<file path="src/rtl/fixed_to_dec_if.sv">
// Bundle of request, operand and digit-stream signals for fixed_to_dec.
// Handshake: valid/ready. A digit transfers on a rising clock edge where valid and ready are both high.
// Once valid is up, digit and last stay frozen until that edge. ready has no effect while valid is low.
interface fixed_to_dec_if #(
  parameter int WIDTH = 400
);
  logic             start;
  logic [WIDTH-1:0] binary;
  logic             ready;
  logic [7:0]       digit;
  logic             valid;
  logic             last;
  logic             busy;
  logic             done;
  logic             err;

  modport master (
    output start, binary, ready,
    input  digit, valid, last, busy, done, err
  );

  modport slave (
    input  start, binary, ready,
    output digit, valid, last, busy, done, err
  );
endinterface

</file>
<file path="src/rtl/fixed_to_dec.sv">
// Converts an unsigned fixed-point operand into a stream of decimal digits.
// The stream is one integer digit followed by NDIGITS truncated fractional digits.
module fixed_to_dec #(
  parameter int WIDTH     = 400,
  parameter int FRAC_BITS = 396,
  parameter int NDIGITS   = 120,
  parameter int ASCII     = 0
) (
  input  logic          clk,
  input  logic          rst,
  fixed_to_dec_if.slave bus,
  output logic [2:0]    state_o
);
  localparam int INT_BITS = WIDTH - FRAC_BITS;
  localparam int CW       = $clog2(NDIGITS + 1);

  localparam logic [2:0] IDLE  = 3'd0;
  localparam logic [2:0] CHECK = 3'd1;
  localparam logic [2:0] EMIT  = 3'd2;
  localparam logic [2:0] MUL   = 3'd3;
  localparam logic [2:0] FIN   = 3'd4;

  generate
    if (INT_BITS < 1 || INT_BITS > 4) begin : g_bad_int_bits
      $error("fixed_to_dec: WIDTH-FRAC_BITS must be 1..4");
    end
  endgenerate

  logic [2:0]           state_q, state_d;
  logic [WIDTH-1:0]     bin_q, bin_d;
  logic [FRAC_BITS-1:0] frac_q, frac_d;
  logic [3:0]           dig_q, dig_d;
  logic [CW-1:0]        cnt_q, cnt_d;
  logic                 err_q, err_d;

  logic [3:0]           int_part;
  logic [FRAC_BITS+3:0] prod;
  logic                 is_last;
  logic                 emit_w;

  assign int_part = 4'(bin_q[WIDTH-1:FRAC_BITS]);
  // frac*10 as a shift-add; the top nibble is the next digit, the rest is the new fraction
  assign prod     = ({4'b0000, frac_q} << 3) + ({4'b0000, frac_q} << 1);
  assign is_last  = (cnt_q == CW'(NDIGITS));
  assign emit_w   = (state_q == EMIT);

  always_comb begin
    state_d = state_q;
    bin_d   = bin_q;
    frac_d  = frac_q;
    dig_d   = dig_q;
    cnt_d   = cnt_q;
    err_d   = err_q;
    case (state_q)
      IDLE: begin
        if (bus.start) begin
          bin_d   = bus.binary;
          err_d   = 1'b0;
          state_d = CHECK;
        end
      end
      CHECK: begin
        if (int_part > 4'd9) begin
          err_d   = 1'b1;
          state_d = FIN;
        end else begin
          dig_d   = int_part;
          frac_d  = bin_q[FRAC_BITS-1:0];
          cnt_d   = '0;
          state_d = EMIT;
        end
      end
      EMIT: begin
        if (bus.ready) begin
          state_d = is_last ? FIN : MUL;
        end
      end
      MUL: begin
        dig_d   = prod[FRAC_BITS+3:FRAC_BITS];
        frac_d  = prod[FRAC_BITS-1:0];
        cnt_d   = cnt_q + CW'(1);
        state_d = EMIT;
      end
      FIN: begin
        state_d = IDLE;
      end
      default: begin
        state_d = IDLE;
      end
    endcase
  end

  always_ff @(posedge clk) begin
    if (rst) begin
      state_q <= IDLE;
      bin_q   <= '0;
      frac_q  <= '0;
      dig_q   <= '0;
      cnt_q   <= '0;
      err_q   <= 1'b0;
    end else begin
      state_q <= state_d;
      bin_q   <= bin_d;
      frac_q  <= frac_d;
      dig_q   <= dig_d;
      cnt_q   <= cnt_d;
      err_q   <= err_d;
    end
  end

  // ASCII offset is applied only while a digit is presented, so idle/reset reads as zero
  assign bus.digit = (ASCII != 0 && emit_w) ? {4'h3, dig_q} : {4'h0, dig_q};
  assign bus.valid = emit_w;
  assign bus.last  = emit_w && is_last;
  assign bus.busy  = (state_q != IDLE);
  assign bus.done  = (state_q == FIN);
  assign bus.err   = (state_q == FIN) && err_q;
  assign state_o   = state_q;
endmodule

</file>
<file path="src/flat_wrapper.sv">
// flat-port wrapper written by rule: the top's interface ports become plain ports
module fixed_to_dec_flat 
#(
  parameter int WIDTH     = 400,
  parameter int FRAC_BITS = 396,
  parameter int NDIGITS   = 120,
  parameter int ASCII     = 0
)
  (clk, rst, state_o, bus_start, bus_binary, bus_ready, bus_digit, bus_valid, bus_last, bus_busy, bus_done, bus_err);
  fixed_to_dec_if #(.WIDTH(WIDTH)) bus_i ();
  input  logic clk;
  input  logic rst;
  output logic [2:0] state_o;
  input wire logic [$bits(bus_i.start)-1:0] bus_start;
  input wire logic [$bits(bus_i.binary)-1:0] bus_binary;
  input wire logic [$bits(bus_i.ready)-1:0] bus_ready;
  output wire logic [$bits(bus_i.digit)-1:0] bus_digit;
  output wire logic [$bits(bus_i.valid)-1:0] bus_valid;
  output wire logic [$bits(bus_i.last)-1:0] bus_last;
  output wire logic [$bits(bus_i.busy)-1:0] bus_busy;
  output wire logic [$bits(bus_i.done)-1:0] bus_done;
  output wire logic [$bits(bus_i.err)-1:0] bus_err;
  assign bus_i.start = bus_start;
  assign bus_i.binary = bus_binary;
  assign bus_i.ready = bus_ready;
  assign bus_digit = bus_i.digit;
  assign bus_valid = bus_i.valid;
  assign bus_last = bus_i.last;
  assign bus_busy = bus_i.busy;
  assign bus_done = bus_i.done;
  assign bus_err = bus_i.err;
  fixed_to_dec #(.WIDTH(WIDTH), .FRAC_BITS(FRAC_BITS), .NDIGITS(NDIGITS), .ASCII(ASCII)) u_core (.clk(clk), .rst(rst), .bus(bus_i), .state_o(state_o));
endmodule
</file>
<file path="config.mk">
export PLATFORM = sky130hd
export DESIGN_NAME = fixed_to_dec_flat
export DESIGN_NICKNAME = d
export VERILOG_FILES = /design/src/rtl/fixed_to_dec_if.sv /design/src/rtl/fixed_to_dec.sv /design/src/flat_wrapper.sv
export SDC_FILE = /design/constraint.sdc
export NUM_CORES = 2
export LEC_CHECK = 0
export CORE_UTILIZATION = 55
export DETAILED_ROUTE_END_ITERATION = 8
export PLACE_DENSITY = 0.75
export SYNTH_ARGS = -nofsm -noshare
export SYNTH_HDL_FRONTEND = slang
export SYNTH_SLANG_ARGS = --single-unit
</file>
<file path="constraint.sdc">
create_clock -name clk -period 10.7 [get_ports clk]
set_clock_uncertainty 0.15 [all_clocks]
set_input_delay 3.21 -clock clk [delete_from_list [all_inputs] [get_ports clk]]
set_output_delay 3.21 -clock clk [all_outputs]
set_load 0.02 [all_outputs]
</file>
Word level (Yosys, flattened, before mapping)
Index checks and enable logic that the tools add are counted.
- register bits: 811
- word-level logic and storage cells: 42
- $add $sub $neg: 2
- $lt $le $gt $ge: 1
- equality and inequality tests: 9
- mux-type cells: 14
- reductions and logical operators: 10
- operators by type and width (kind ; count):
    $pmux 396 s2 ; 1
    $add 399x397->400 ; 1
    $mux 396 ; 1
    $pmux 7 s2 ; 1
    $mux 3 ; 4
    $pmux 3 s4 ; 1
    $pmux 4 s2 ; 1
    $add 7x1->7 const B ; 1
    $eq 7x7->1 const B ; 1
    $mux 7 ; 1
    $eq 3x2->1 const B ; 2
    $ne 2x2->1 const B ; 3
    $reduce_and 2->1 ; 3
    $gt 4x4->1 const B ; 1
    $mux 4 ; 1
    $reduce_bool 2->1 ; 2
    $eq 3x1->1 const B ; 1
    $eq 3x3->1 const B ; 1
    $logic_not 3->1 ; 1
    $reduce_and 3->1 ; 1
    $reduce_bool 3->1 ; 1
    $logic_and 1x1->1 ; 2
    $mux 1 ; 2
    $ne 2x1->1 const B ; 1
    $pmux 1 s2 ; 1

Logic depth before layout (Yosys ltp)
- depth in word-level cells: 4
- depth in mapped cells: 19
- mapped depth without buffers: 18

Worst setup path before layout
Ideal clock, no wire load.
- path kind: register to output
- start: reg u_core.state_q[1], in the netlist u_core.state_o[1]
- end: out bus_err
- arrival time: 1848 ps
- path slack: 5492 ps
- cell stages (with the launch flop): 6
- buffers on the path: 3
- cells stage by stage: dfxtp_1 > clkbuf_1 > clkbuf_1 > clkbuf_1 > nor3b_1 > and2_1
- cells in the longest elaborated chain, start to end: 2
- ends and longest elaborated chain (item ; RTL line ; text):
    start, declared ; fixed_to_dec.sv:29 ; logic [2:0] state_q, state_d;
    start signal, assigned ; fixed_to_dec.sv:102 ; state_q <= state_d;
    $eq 3x3->1 ; - ;
    named net bus_done ; flat_wrapper.sv:21 ; output wire logic [$bits(bus_i.done)-1:0] bus_done;
    $logic_and 1x1->1 ; fixed_to_dec.sv:117 ; assign bus.err = (state_q == FIN) && err_q;
    end, declared ; flat_wrapper.sv:22 ; output wire logic [$bits(bus_i.err)-1:0] bus_err;
The timed path passes the listed nets, and every way through them passes these cells.

Worst setup path after layout
- start: reg u_core.frac_q[3]
- end: reg u_core.frac_q[386]
- cells in the longest elaborated chain, start to end: 2
- ends and longest elaborated chain (item ; RTL line ; text):
    start, declared ; fixed_to_dec.sv:31 ; logic [FRAC_BITS-1:0] frac_q, frac_d;
    start signal, assigned ; fixed_to_dec.sv:104 ; frac_q <= frac_d;
    $add 399x397->400 ; fixed_to_dec.sv:43 ; assign prod = ({4'b0000, frac_q} << 3) + ({4'b0000, frac_q} << 1);
    $pmux 396 s2 ; fixed_to_dec.sv:54 ; case (state_q)
No other way between the ends.
A chain may end at the register's enable or synchronous reset.

==> impl_metrics.json <==
{
  "hpwlAfterDp_um": 218000,
  "dieArea_um2": 116000,
  "multi_input_area_um2": 44000,
  "reg2reg_slack_ns": 3.39,
  "tightest_slew_ns": 1.48,
  "criticalPathCategory": "reg -> reg",
  "power.density_nw_per_um2": 122,
  "holdPathStages": 2,
  "fin_util": 0.624,
  "avgRoutedWirePerCell_um": 26.5,
  "grt_max_degree": 164,
  "cts_root_buf": "clkbuf_16",
  "min_path_type": "reg -> reg",
  "cts_tree": "built",
  "synth-seq-cells": 811,
  "setup_violations": 0,
  "cts_setup_buffers": 0,
  "grt_pass1_wl_um": 420000,
  "drv_slew": 0,
  "seq_area_um2": 16200,
  "cp_top_family": "compound AO/OA/AOI/OAI gates",
  "start_util": 0.558,
  "synthXorXnorAreaFrac": 0.0537,
  "antenna_found_initial": 13,
  "slew_headroom": 0.00743,
  "gp_congestion": 1.17,
  "layout.nets": 9967,
  "syn_inst": 9216,
  "place_area_um2": 67500,
  "dieHeight_um": 341,
  "r2r_cells": 17,
  "synth_fa_ha_area_frac": 0.0788,
  "holdPathEnd": "u_core.bin_q[69]",
  "p_leak_nw": 25.6,
  "grt.overflow.total": 0,
  "worstPathRequired_ns": 11.18,
  "wirelength_um": 284000,
  "ant_nets": 0,
  "yosys-top-cells-area": "dfxtp_1 (26%), a21oi_1 (11%), nand2_1 (9.9%)",
  "yosysUniqueCellTypes": 98,
  "cts_hold_buf": 0,
  "min_period_ns": 7.31,
  "synth-edff-count": 0,
  "path_buf_inv": 0,
  "clock.fmax_mhz": 137,
  "holdWs_ns": 0.305,
  "io_pins": 420,
  "synth_top_family_by_area": "compound AO/OA/AOI/OAI gates",
  "crit_cells": 17,
  "async_flop_share": 0,
  "arrival_ns": 7.79,
  "fp.dieW_um": 341,
  "dpl.cell_count": 10574,
  "worstReg2RegStart": "u_core.frac_q[3]",
  "rsz0062_at_grt": "no",
  "synth_area_um2": 63100,
  "ys.warnings.count": 0,
  "clkSlewWorstSetupHoldPaths_ns": 0.07,
  "cp_cell_sequence": "ha_1 > a21oi_1 > o211ai_1 > a2111oi_1 > nor4b_2 > o31ai_1 > a21oi_1 > o211ai_1 > a2111oi_2 > o211ai_1 > nor2b_1 > o21bai_2 > a31o_2 > a311oi_1 > o41ai_1 > xnor2_1 > a221oi_1",
  "cts.repair.resized": 0,
  "ir_worst_vdd_uv": 151,
  "htree_levels": 3,
  "port-buffer-count": 415,
  "worst_slack_ns": 3.39,
  "period_share": 0.683,
  "power.total_mw": 8.62,
  "synth_compound_area_frac": 0.318,
  "synth-seq-area-share": 0.257,
  "pre_cts_slack_ns": 4.05,
  "insertion_delay_ns": 0.74,
  "core_area_um2": 113000,
  "worstPathMaxFanout": 4,
  "synth_top_area_frac": 0.257,
  "hold_viol": 0,
  "num_rows": 123,
  "min_from": "u_core.bin_q[69]",
  "endpoint_kind": "flop",
  "rr_endpoint": "u_core.frac_q[386]",
  "fin_tns_setup_ns": 0,
  "drc": 0,
  "drive_above_1_share": 0.0355,
  "cp-start-kind": "flop",
  "clockBufferDepth": 3,
  "area_growth_pct": 11.9,
  "viasPerCell": 6.88,
  "cts_num_sinks": 811,
  "grt_pass1_vias": 69803,
  "track_usage": 0.466,
  "nFillCells": 10050,
  "synthMuxAreaShare": 0.00335,
  "worst_path_max_delay_cell": "a311oi_1",
  "syn_avg_cell_area_um2": 6.85,
  "num_vias": 73864,
  "fin_cells": 10742,
  "yosys.area.top_type": "dfxtp_1",
  "drt-pass1-iter-count": 9,
  "violations": "max-capacitance violations",
  "synth-simple-area-share": 0.241,
  "numCtsBuffers": 89,
  "drv_cap": 1,
  "outcome": "complete, but fails checks",
  "final_area_um2": 70600,
  "slowest_delay_ns": 1.04,
  "worst_path_most_repeated_cell": "o211ai_1",
  "synthFlopType": "dfxtp_1",
  "drt-initial-drc-count": 8727
}
## cell usage after synthesis (82+ instances only)
library cell and n:
a21o_1 182, a21oi_1 1428, a221oi_1 82, clkbuf_1 579, dfxtp_1 811, ha_1 396, inv_1 165, nand2_1 1667
nand3_1 101, nand4_1 280, nor2_1 920, nor3_1 274, o21ai_0 592, o21bai_1 175, o221ai_1 100, o22ai_1 104
xnor2_1 256, xor2_1 131
## routing by layer
metal | part of all wire | global-route usage | up-vias
met1 | 0.38 | 0.583 | 34583
met3 | 0.12 | 0.108 | 1148
met5 | 0.00013 | 0 | -
met4 | 0.076 | 0.303 | 6
met2 | 0.42 | 0.717 | 4896
li1 | - | - | 33231
## worst min-delay path, stage by stage, from the launching register on
cell	delay, ns
dfxtp_1	0.31
nand2_1	0.05
a21oi_1	0.05
## where the power goes
| part | switching [mW] | leakage (nW) | internal (mW) | total, mW |
|---|---|---|---|---|
| Sequential | 0.210 | 6.63 | 3.22 | 3.43 |
| Clock | 1.45 | 1.48 | 1.90 | 3.35 |
| Combinational | 1.18 | 17.5 | 0.651 | 1.83 |
| Total | 2.84 | 25.6 | 5.77 | 8.62 |
## layout make-up
class,count,share of cell area
multi-input cells,7610,0.623
clock buffers,115,0.0346
repair buffers,487,0.0678
well taps,1500,0.0266
clock inverters,47,0.00936
diodes,5,0.000177
inverters,167,0.00888
flip-flops and latches,811,0.230
## how the worst max path moves through the flow
stage                              end               start  slack (ns)
floorplan                      bus_err   u_core.state_o[1]        5.49
global placement    u_core.frac_q[305]  u_core.frac_q[108]        4.08
detailed placement  u_core.frac_q[386]    u_core.frac_q[3]        4.05
CTS                 u_core.frac_q[386]    u_core.frac_q[1]        4.02
global route        u_core.frac_q[386]    u_core.frac_q[1]        3.74
finish              u_core.frac_q[386]    u_core.frac_q[3]        3.39
## logic make-up (layout without fill, tap and decap cells)
family                   after synthesis  count (layout)
AND/OR/NAND/NOR                     3520            3520
AO/OA/AOI/OAI                       3281            3281
flip-flops                           811             811
buffers and inverters                798             816
adder cells (fa/ha/maj)              397             397
XOR/XNOR                             387             387
multiplexers                          21              21
other                                  1               9
## flip-flops by register name, indices dropped and copies added, names as in the netlist
signal          cells
u_core.dig_q        4
u_core.frac_q     396
u_core.cnt_q        7
u_core.bin_q      400
u_core.err_q        1
u_core.state_o      3
## cells in the final DEF, fill, tap and decap left out, types with 40 or more instances in the layout
cell type and instances:
nand2_1 1664, xor2_1 131, o22ai_1 104, a2111oi_0 56, o221ai_1 100, or2_2 40
o21bai_1 175, dfxtp_1 810, a22oi_1 52, a221oi_1 82, nor3_1 273, a21boi_0 48
o31ai_1 42, clkbuf_16 89, nor2_1 915, nand3_1 101, buf_4 65, inv_1 165
nor4_1 54, clkdlybuf4s50_1 414, a21oi_1 1428, ha_1 396, a21o_1 182, a31oi_1 61
o21ai_0 591, o21a_1 79, nand4_1 280, o32ai_1 45, xnor2_1 256
No activity file was read; power rests on OpenSTA's default activity.
